<file path="config.mk">
export PLATFORM = sky130hd
export DESIGN_NAME = parking_display_ctrl
export DESIGN_NICKNAME = d
export VERILOG_FILES = /design/src/rtl/parking_display_ctrl.sv
export SDC_FILE = /design/constraint.sdc
export NUM_CORES = 1
export LEC_CHECK = 0
export ABC_AREA = 1
export BUFFER_PORTS_ARGS = -buffer_cell sky130_fd_sc_hd__buf_4
export CORE_MARGIN = 2
export CORE_UTILIZATION = 57
export DETAILED_ROUTE_END_ITERATION = 10
export PLACE_DENSITY = 0.91
export SLEW_MARGIN = 15
export SYNTH_ARGS = -nofsm -noshare
export SYNTH_HDL_FRONTEND = slang
export SYNTH_SLANG_ARGS = --single-unit
</file>
<file path="constraint.sdc">
create_clock -name clk -period 3.63 [get_ports clk]
set_input_delay 0.1815 -clock clk [delete_from_list [all_inputs] [get_ports clk]]
set_output_delay 0.1815 -clock clk [all_outputs]
set_load 0.05 [all_outputs]
</file>
<file path="src/rtl/parking_display_ctrl.sv">
// Purpose: parking-lot occupancy counter with a six-digit glyph display (free spots / FULL / CLEAR banner).
// Latency: occupied, full and reject update on the sampling edge; hex0..hex5 lag state/occupied by one cycle.
// Backpressure: none; enter pulses at capacity are refused and flagged on reject for one cycle.
module parking_display_ctrl #(
    parameter int CAPACITY    = 3,
    parameter int HOLD_CYCLES = 25_000_000
) (
    input  logic       clk,
    input  logic       reset,
    input  logic       car_enter,
    input  logic       car_exit,
    output logic [4:0] hex0,
    output logic [4:0] hex1,
    output logic [4:0] hex2,
    output logic [4:0] hex3,
    output logic [4:0] hex4,
    output logic [4:0] hex5,
    output logic [6:0] occupied,
    output logic       full,
    output logic       reject
);

    localparam int CW = (HOLD_CYCLES > 2) ? $clog2(HOLD_CYCLES) : 1;
    localparam logic [CW-1:0] CNT_LOAD = CW'(HOLD_CYCLES - 1);
    localparam logic [6:0]    CAP7     = 7'(CAPACITY);

    // Glyph codes understood by the downstream seven-segment encoder.
    localparam logic [4:0] G_A     = 5'd10;
    localparam logic [4:0] G_C     = 5'd12;
    localparam logic [4:0] G_E     = 5'd14;
    localparam logic [4:0] G_F     = 5'd15;
    localparam logic [4:0] G_L     = 5'd21;
    localparam logic [4:0] G_R     = 5'd27;
    localparam logic [4:0] G_U     = 5'd30;
    localparam logic [4:0] G_BLANK = 5'd31;
    localparam logic [4:0] CAP_TENS = 5'(CAPACITY / 10);
    localparam logic [4:0] CAP_ONES = 5'(CAPACITY % 10);

    typedef enum logic [1:0] {IDLE, PARTIAL, FULL, BANNER} state_t;

    state_t          state, state_next;
    logic [CW-1:0]   cnt, cnt_next;
    logic [6:0]      occ_next;
    logic [6:0]      remaining;
    logic            inc, dec, reject_next;
    logic [5:0][4:0] hex_q, hex_next;

    assign full = (occupied == CAP7);
    assign {hex5, hex4, hex3, hex2, hex1, hex0} = hex_q;

    // Next occupancy, next state / banner countdown, reject flag and display glyphs.
    always_comb begin
        inc         = car_enter && !car_exit && (occupied != CAP7);
        dec         = car_exit && !car_enter && (occupied != 7'd0);
        reject_next = car_enter && !car_exit && (occupied == CAP7);
        occ_next    = occupied;
        state_next  = state;
        cnt_next    = cnt;
        remaining   = CAP7 - occupied;
        hex_next    = {G_BLANK, G_BLANK, G_BLANK, G_BLANK,
                       5'(remaining / 7'd10), 5'(remaining % 7'd10)};

        if (inc) begin
            occ_next = occupied + 7'd1;
        end else if (dec) begin
            occ_next = occupied - 7'd1;
        end

        // Transitions are decided on the post-update count; the last car leaving starts the banner.
        if (dec && (occupied == 7'd1)) begin
            state_next = BANNER;
            cnt_next   = CNT_LOAD;
        end else if (occ_next == CAP7) begin
            state_next = FULL;
            cnt_next   = '0;
        end else if (occ_next != 7'd0) begin
            state_next = PARTIAL;
            cnt_next   = '0;
        end else if ((state == BANNER) && (cnt != '0)) begin
            state_next = BANNER;
            cnt_next   = cnt - 1'b1;
        end else begin
            state_next = IDLE;
            cnt_next   = '0;
        end

        case (state)
            FULL:    hex_next = {G_F, G_U, G_L, G_L, 5'd0, 5'd0};
            BANNER:  hex_next = {G_C, G_L, G_E, G_A, G_R, G_BLANK};
            default: ;
        endcase
    end

    // State, counters and registered display; reset wins over any car event.
    always_ff @(posedge clk) begin
        if (reset) begin
            state    <= IDLE;
            occupied <= 7'd0;
            cnt      <= '0;
            reject   <= 1'b0;
            hex_q    <= {G_BLANK, G_BLANK, G_BLANK, G_BLANK, CAP_TENS, CAP_ONES};
        end else begin
            state    <= state_next;
            occupied <= occ_next;
            cnt      <= cnt_next;
            reject   <= reject_next;
            hex_q    <= hex_next;
        end
    end

endmodule

</file>
Yosys cells after proc, flatten, opt, wreduce, memory -nomap -nowiden
Index checks and enable logic that the tools add are counted.

Add/subtract/negate cells: 4. Div/mod/pow operators: 2. Equality and inequality tests: 6. Muxes and demuxes: 11. Bitwise logic cells: 1. Reductions and logical operators: 13.

Operators by type and width (count): $mux W25 (4); $pmux W30 S2 (1); $reduce_bool A25 Y1 (1); $sub A25 B1 Y25 const B (1); $eq A7 B2 Y1 const B (2); $mux W7 (2); $reduce_bool A7 Y1 (2); $mux W2 (4); $add A7 B1 Y7 const B (1); $div A7 B4 Y7 const B (1); $eq A7 B1 Y1 const B (1); $logic_and A1 B1 Y1 (7); $mod A7 B4 Y7 const B (1); $ne A7 B2 Y1 const B (1); $sub A2 B7 Y7 const A (1); $sub A7 B1 Y7 const B (1); $reduce_or A5 Y1 (1); $eq A2 B2 Y1 const B (2); $logic_not A1 Y1 (2); $not A1 Y1 (1).

Flip-flop bits (word level): 65. Bits of input ports: 4. Output and inout port bits: 39. Word-level logic and storage cells: 48.

Depth between registers and ports, before layout
Gate-level depths: netlist of the first run.

Depth after elaboration: 9. Mapped depth: 27. Depth with buffers taken out: 27.

Worst setup path before layout of the first run
Ideal clock, no wire load.

Kind: register -> register. From: register occupied[2]. To: register hex_q (netlist bit hex0[2]). Setup time: 0.136 ns. Data arrival time: 3.186 ns. Required time: 3.494 ns. Setup slack: 0.308 ns. Stages on the path, launching flop included: 26. Path buffers: 0. Clock period less this slack: 3.322 ns. Cells stage by stage: dfxtp_1 > inv_2 > ha_1 > inv_1 > nand2_1 > nand3_2 > nand3_2 > nand2_2 > nand2_2 > nand2_4 > nand2_2 > nand2_4 > nand3_4 > nand2_2 > o21ai_1 > inv_2 > nand3_2 > nand2_1 > inv_1 > ha_1 > inv_1 > nand2_4 > nand3_1 > nand2_1 > a21oi_1 > nor2_1.

Cells in the longest elaborated chain, start to end: 3.

Ends and longest elaborated chain: from (decl) (line 18) `output logic [6:0] occupied,`; from (signal assigned) (line 104) `occupied <= occ_next;`; $sub A2 B7 Y7 (line 59) `remaining = CAP7 - occupied;`; $mod A7 B4 Y7 (line 61) `5'(remaining / 7'd10), 5'(remaining % 7'd10)};`; $pmux W30 S2 (line 87) `case (state)`; to (signal assigned) (line 101) `hex_q <= {G_BLANK, G_BLANK, G_BLANK, G_BLANK, CAP_TENS, CAP_ONES};`; to (signal assigned) (line 107) `hex_q <= hex_next;`; to (decl) (line 46) `logic [5:0][4:0] hex_q, hex_next;`.

Every way passes these cells. A chain may end at the register's enable or synchronous reset.

Final worst setup path of the first run
From: register occupied[3]. To: register hex_q (netlist bit hex0[2]).

Same word-level chain as after synthesis.

==> results of run 1 <==
## metrics by stage
| step | utilization (%) | setup slack [ns] | instance area (um^2) | std cells |
|---|---|---|---|---|
| finish | 64.79 | 0.4168 | 3246 | 491 |
| floorplan | - | 0.3083 | 2932 | 397 |
| detailed placement | 62.81 | 0.4317 | 3147 | 483 |
| global route | 64.79 | 0.01698 | 3246 | 491 |
| global placement | 62.81 | 0.5981 | 3147 | 483 |
| CTS | 64.76 | 0.4188 | 3244 | 491 |
## worst max-delay path: stages (launching register included)
cell and delay, ns:
sky130_fd_sc_hd__dfxtp_1 0.49, sky130_fd_sc_hd__inv_1 0.13, sky130_fd_sc_hd__ha_1 0.28, sky130_fd_sc_hd__inv_1 0.10, sky130_fd_sc_hd__nand2_1 0.07, sky130_fd_sc_hd__nand3_2 0.10, sky130_fd_sc_hd__nand3_2 0.10, sky130_fd_sc_hd__nand2_2 0.09
sky130_fd_sc_hd__nand2_2 0.06, sky130_fd_sc_hd__nand2_4 0.09, sky130_fd_sc_hd__nand2_1 0.06, sky130_fd_sc_hd__a21oi_1 0.17, sky130_fd_sc_hd__nand2_2 0.08, sky130_fd_sc_hd__o21ai_1 0.14, sky130_fd_sc_hd__inv_2 0.10, sky130_fd_sc_hd__nand2_4 0.09
sky130_fd_sc_hd__nand2_2 0.07, sky130_fd_sc_hd__nand2_1 0.13, sky130_fd_sc_hd__inv_1 0.06, sky130_fd_sc_hd__ha_1 0.18, sky130_fd_sc_hd__inv_1 0.12, sky130_fd_sc_hd__nand2_4 0.08, sky130_fd_sc_hd__nand3_1 0.07, sky130_fd_sc_hd__nand2_1 0.05
sky130_fd_sc_hd__a21oi_1 0.12, sky130_fd_sc_hd__nor2_1 0.05
## cell type report
type / instances / area share (%)
Tap cell: 70 / 2.699
Multi-Input combinational cell: 268 / 49.15
Timing Repair Buffer: 37 / 8.558
Clock inverter: 2 / 0.4626
Clock buffer: 6 / 2.544
Inverter: 60 / 6.939
Sequential cell: 48 / 29.65
## routing by layer
metal	vias to the layer above	share of wire, %
met2	61	47
li1	1267	-
met5	-	0
met1	1107	46
met4	0	1.7
met3	12	4.4
## final timing paths
path | start | end | slack (ns) | cells past startpoint
max reg2reg | occupied[3]$_SDFF_PP0_ | hex0[2]$_SDFF_PP0_ | 0.42 | 25
max | occupied[3]$_SDFF_PP0_ | hex0[2]$_SDFF_PP0_ | 0.42 | 25
min | car_exit | reject$_SDFF_PP0_ | 0.06 | 2
min reg2reg | state[1]$_SDFF_PP0_ | hex5[4]$_SDFF_PP1_ | 0.46 | 1
## layout by cell type (no fill, tap or decap), drive strengths merged, types with 2 or more instances in the layout
master	netlist	final
a21oi	12	12
clkbuf	3	6
nor4	2	2
nand3	26	26
o21ai	31	31
inv	59	59
conb	1	5
buf	18	37
nor3	11	11
clkinvlp	0	2
o211ai	2	2
nand4	5	5
ha	13	13
xnor2	8	8
xor2	15	15
nand2	84	84
nor2	45	45
dfxtp	48	48
## report_power, final
part           internal (mW)  leakage [nW]  switching [mW]
sequential             0.603         0.391          0.0517
combinational          0.664          1.29            1.36
clock                  0.154        0.0434           0.185
## logic make-up after synthesis
group           Yosys count
simple gates            177
buf+inv                  81
compound gates           50
flops                    48
xor+xnor                 23
fa+ha+maj                13
other cells               1
## registers in the layout, summed over array words and instances (netlist names)
register  cells
cnt          25
occupied      7
hex0          5
hex1          5
hex2          2
state         2
hex5          1
reject        1
## repair_timing
item                                   4_1_cts  5_1_grt
setup endpoints to repair                    0        1
hold buffers                                 0        0
endpoints found under the hold margin        0        0
resized for setup                            0        1
==> Implementation_results.wiki, run 1 <==
{| class="wikitable"
! Metric !! Value
|-
| Met1 Use GR || 26.02%
|-
| Number of unique standard cell types used by synthesis || 40
|-
| Share of synthesized cell area in full adder, half adder and majority cells || 5.577%
|-
| Design Power || 3.019 mW
|-
| Total inserted antenna cells || 0
|-
| Vias in the first global route || 2259
|-
| TritonRoute pass-1 iters || 4
|-
| Synth area leaders || sky130_fd_sc_hd__dfxtp_1 33%, sky130_fd_sc_hd__nand2_1 8.8%, sky130_fd_sc_hd__inv_1 6.2%, sky130_fd_sc_hd__ha_1 5.6%, sky130_fd_sc_hd__nor2_1 5.4%
|-
| Slew @ Worst Pin || 0.6982 ns
|-
| Max-cap violations || 0
|-
| Global route hottest layer || met2
|-
| Number of hold violations in the final report || 0
|-
| GR Util All Layers || 21.11%
|-
| Number of input and output port buffers inserted || 37
|-
| First-pass GRT wire length || 9390 um
|-
| Final-layout setup total negative slack || 0 ns
|-
| Final worst-path cycle share || 88.52%
|-
| Pin count of the biggest net entering global routing || 18
|-
| Count leader, synth || sky130_fd_sc_hd__nand2_1
|-
| ANT nets after route || 0
|-
| Primary FF master, synth || sky130_fd_sc_hd__dfxtp_1
|-
| Rows || 26
|-
| Hold Slack || 0.06420 ns
|-
| Number of antenna violations at the first check in global routing || 0
|-
| Commonest cells in the synthesized netlist || 68 x sky130_fd_sc_hd__nand2_1, 48 x sky130_fd_sc_hd__dfxtp_1, 48 x sky130_fd_sc_hd__inv_1
|-
| Post-CTS Setup Repair Bufs || 0
|-
| Worst skew pair latency || 0.31 ns
|-
| Worst ir drop on vdd || 0.0006020 V
|-
| Number of top-level design ports || 43
|-
| CP startpoint kind || register
|-
| Leakage Power || 1.724 nW
|-
| Setup repair after global routing missed its margin || false
|-
| Cells after Synth || 393
|-
| Share of synthesized area spent on multiplexers || 0%
|-
| CTS Buf Count || 5
|-
| Worst-path clk slew || 0.09 ns
|-
| Max Clock Freq || 311.2 MHz
|-
| Synthesized-area fraction occupied by xor and xnor cells || 6.907%
|-
| Type of destination of the critical path || register
|-
| Die area || 0.005705 mm^2
|-
| Final estimated routing congestion in global placement || 1.060
|-
| Detailed-route via count || 2447
|-
| Total grt overflow || 0
|-
| Compound-Gate Fraction of Synth Area || 9.653%
|-
| Buffer depth of the longest clock path || 2
|-
| Met3 capacity usage during global routing || 4.894%
|-
| Required arrival time at the worst endpoint || 3.80 ns
|-
| Initial core utilization || 58.22%
|-
| Nets || 437
|-
| Power density over the cells || 930.2 mW/mm^2
|-
| Routed vias/inst || 4.984
|-
| DR DRC count || 0
|-
| Share of flip-flops with an asynchronous set or reset || 0%
|-
| Fraction of layout instances using a drive strength above 1 || 23.04%
|-
| Area taken by flip-flops and latches || 962.2 um^2
|-
| Total area of multi-input combinational cells || 0.001595 mm^2
|-
| Count of filler cells inserted in the layout || 418
|-
| Area fraction of the dominant cell type after synthesis || 32.95%
|-
| Max-slew headroom at the worst pin || 52.96%
|-
| Detailed-route wire length || 5552 um
|-
| TritonCTS clock tree || done
|-
| Largest family of logic cells by synthesized area || simple AND/OR/NAND/NOR gates
|-
| Minimum period implied by the final worst setup slack || 3.213 ns
|-
| Worst min path class || primary input to register
|-
| Final setup violation count || 0
|-
| Sequential fraction of the synthesis area || 32.95%
|-
| Outcome || finished clean
|-
| Area leader, netlist || sky130_fd_sc_hd__dfxtp_1
|-
| Pins Over Slew Limit || 0
|-
| Final routed wire length divided by cell count || 11.31 um
|-
| Met2 Use GR || 35.94%
|-
| Total core area || 0.005010 mm^2
|-
| Clock root buffer master || sky130_fd_sc_hd__clkbuf_8
|-
| Initial drt markers || 160
|-
| Largest fanout on the critical path || 7
|-
| Summed instance area of the synthesized netlist || 0.002917 mm^2
|-
| Ys Warns || 0
|-
| Number of enable-type register cells in the synthesized netlist || 0
|-
| # clock sinks || 48
|-
| Die X-Extent || 75.53 um
|-
| Layout Area Growth over Synthesis || 11.28%
|-
| Worst clock skew || 0.005007 ns
|-
| Count of state elements after synthesis || 48
|-
| Per-instance average area after synthesis || 7.421 um^2
|-
| Crit path kind || register to register
|-
| Die height || 75.53 um
|-
| Post-synthesis simple-gate area fraction || 31.92%
|-
| Arrival time reported for the critical path endpoint || 3.39 ns
|-
| Number of levels in the clock H-tree || 2
|-
| Half-perimeter wire length after detailed placement || 4301 um
|}
Note: power is estimated with default switching activity, not from simulation.
==> inputs of run 2 (changes only) <==
GPL_TIMING_DRIVEN = 0   (was default)
SLEW_MARGIN = 10   (was 15)
clock period = 4.05 ns   (was 3.63 ns; I/O delays follow)
==> run 2 against run 1 <==
Net effect:
- combinational power shrank 9.9%
- via count grew 5.3%
- register-to-register slack gained 0.25 ns
- die area is the same
- power shrank 8.3%
- critical path type unchanged
- first-iteration DRC count grew 14%
- flip-flop and latch count is the same
- clock power grew 2%
- design area grew 5.0%
==> Implementation_results.wiki, run 2 (synthesis gave the netlist of run 1 again) <==
{| class="wikitable"
! Metric !! Value
|-
| Final setup violation count || 0 (unchanged)
|-
| Largest regs || cnt x25, occupied x7
|-
| Setup slack, reg-to-reg || 0.66 ns (+0.25 ns)
|-
| Total core area || 0.005010 mm^2 (unchanged)
|-
| Max-slew headroom at the worst pin || 52.36% (-0.61 points)
|-
| Routed vias/inst || 5.033 (+0.99%)
|-
| Type of destination of the critical path || register
|-
| Largest fanout on the critical path || 11 (+4)
|-
| Worst min path class || primary input to register
|-
| Final routed wire length divided by cell count || 11.99 um (+6.0%)
|-
| Hold Slack || 0.09217 ns (+0.02797 ns)
|-
| Die area || 0.005705 mm^2 (unchanged)
|-
| Die height || 75.53 um (unchanged)
|-
| Worst ir drop on vdd || 0.0005629 V (-6.5%)
|-
| Setup repair after global routing missed its margin || false
|-
| Post-CTS Setup Repair Bufs || 0 (unchanged)
|-
| Vias in the first global route || 2327 (+3.0%)
|-
| ANT nets after route || 0 (unchanged)
|-
| Outcome || finished clean
|-
| Die X-Extent || 75.53 um (unchanged)
|-
| TritonRoute pass-1 iters || 4 (unchanged)
|-
| Number of hold violations in the final report || 0 (unchanged)
|-
| Pin count of the biggest net entering global routing || 16 (-2)
|-
| Detailed-route wire length || 6139 um (+11%)
|-
| Required arrival time at the worst endpoint || 4.22 ns (+0.42 ns)
|-
| Initial drt markers || 182 (+14%)
|-
| Number of top-level design ports || 43 (unchanged)
|-
| Worst clock skew || 0.008840 ns (+0.003833 ns)
|-
| Final-layout setup total negative slack || 0 ns (unchanged)
|-
| Layout Area Growth over Synthesis || 16.86%
|-
| Nets || 458 (+4.8%)
|-
| Critical Path Max Stage Delay || 0.50 ns (about the same)
|-
| DR DRC count || 0 (unchanged)
|-
| Half-perimeter wire length after detailed placement || 4445 um (+3.4%)
|-
| GR Util All Layers || 22.25% (+1.1 points)
|-
| CP startpoint kind || register
|-
| Total inserted antenna cells || 0 (unchanged)
|-
| Resized cells post-CTS || 0 (unchanged)
|-
| Worst-path clk slew || 0.10 ns (about the same)
|-
| Arrival time reported for the critical path endpoint || 3.55 ns (+0.16 ns)
|-
| Top library cells by usage in the layout, fill and taps aside || 68 x sky130_fd_sc_hd__nand2_1, 54 x sky130_fd_sc_hd__buf_4, 48 x sky130_fd_sc_hd__inv_1, 48 x sky130_fd_sc_hd__dfxtp_1, 42 x sky130_fd_sc_hd__nor2_1
|-
| Detailed-route via count || 2577 (+5.3%)
|-
| Smallest setup slack after layout || 0.6640 ns (+0.2472 ns)
|-
| Leakage Power || 1.815 nW (+5.3%)
|-
| Crit path kind || register to register
|-
| Power density over the cells || 812.2 mW/mm^2 (-13%)
|-
| Rows || 26 (unchanged)
|-
| Largest register FFs || 25 (unchanged)
|-
| Worst skew pair latency || 0.30 ns (about the same)
|-
| Final worst-path cycle share || 83.61% (-4.9 points)
|-
| Max Clock Freq || 295.3 MHz (-5.1%)
|-
| Final estimated routing congestion in global placement || 0.8417 (-21%)
|-
| Buffer depth of the longest clock path || 2 (unchanged)
|-
| Initial core utilization || 58.22% (unchanged)
|-
| Top reg by flops || cnt
|-
| # clock sinks || 48 (unchanged)
|-
| Number of hold-repair buffers added at the cts stage || 0 (unchanged)
|-
| CTS Buf Count || 5 (unchanged)
|-
| Number of antenna violations at the first check in global routing || 0 (unchanged)
|-
| Slew @ Worst Pin || 0.7072 ns (+0.009023 ns)
|-
| Total grt overflow || 0 (unchanged)
|-
| Number of levels in the clock H-tree || 2 (unchanged)
|-
| Number of input and output port buffers inserted || 37 (unchanged)
|-
| Max-cap violations || 0 (unchanged)
|-
| Minimum period implied by the final worst setup slack || 3.386 ns (+0.1728 ns)
|-
| Critical-path top delay cell || sky130_fd_sc_hd__dfxtp_1
|-
| Setup slack after placement || 0.7312 ns (+0.2995 ns)
|-
| Clock root buffer master || sky130_fd_sc_hd__clkbuf_8
|-
| Leading cell type in the layout, fill and taps excluded || sky130_fd_sc_hd__nand2_1
|-
| TritonCTS clock tree || done
|-
| Pins Over Slew Limit || 0 (unchanged)
|-
| Design Power || 2.768 mW (-8.3%)
|-
| Fraction of layout instances using a drive strength above 1 || 25.79% (+2.8 points)
|-
| First-pass GRT wire length || 9949 um (+6.0%)
|}
[run 2: cell count changes in the layout (fill, tap and decap cells not counted), sizes merged]
| cell | delta |
|---|---|
| clkinv | +1 |
| buf | +18 |
| clkinvlp | -1 |
| bufinv | +1 |
| clkbuf | +2 |
[run 2: per-layer routing]
layer	up-vias	share of wire [%]	GRT usage [%]
met2	88	49	38.07
met1	1166	42	28.31
met4	0	1.9	7.797
met3	13	6.6	3.836
li1	1310	-	-
met5	-	0	0
[run 2: final cells by class]
| cell class | instances | area (um^2) |
|---|---|---|
| clock buffers | 5 | 68.82 |
| well taps | 70 | 87.58 |
| multi-input cells | 268 | 1595 |
| inverters | 60 | 225.2 |
| fillers | 417 | 1602 |
| clock inverters | 3 | 42.54 |
| flip-flops and latches | 48 | 960.9 |
| repair buffers | 37 | 277.8 |
| plain buffers | 21 | 150.1 |
[run 2: final timing paths]
path / startpoint / end / cells after the start
setup / recovery: occupied[2]$_SDFF_PP0_ / hex0[2]$_SDFF_PP0_ / 25
hold / removal: car_exit / reject$_SDFF_PP0_ / 2
setup reg to reg: occupied[2]$_SDFF_PP0_ / hex0[2]$_SDFF_PP0_ / 25
hold reg to reg: cnt[23]$_SDFF_PP0_ / cnt[23]$_SDFF_PP0_ / 2
[run 2: stage by stage]
stage / instances / cell area (um^2) / util, %
6_report: 512 / 3408 / 68.03
5_1_grt: 512 / 3408 / 68.03
4_1_cts: 512 / 3408 / 68.03
3_5_place_dp: 504 / 3297 / 65.81
3_3_place_gp: 504 / 3297 / 65.81
2_1_floorplan: 397 / 2932 / -
[run 2: critical path: cells and delay by family (launching register included)]
family,cells,cell delay (ns)
AND/OR/NAND/NOR,15,1.21
buffers and inverters,5,0.58
flip-flops,1,0.50
adder cells (fa/ha/maj),2,0.50
AO/OA/AOI/OAI,3,0.46
[run 2: where the power goes]
part           internal (mW)  total, mW  switching [mW]
Combinational          0.604       1.83            1.23
Clock                  0.183      0.348           0.165
Sequential             0.540      0.590          0.0501
Total                   1.33       2.77            1.44
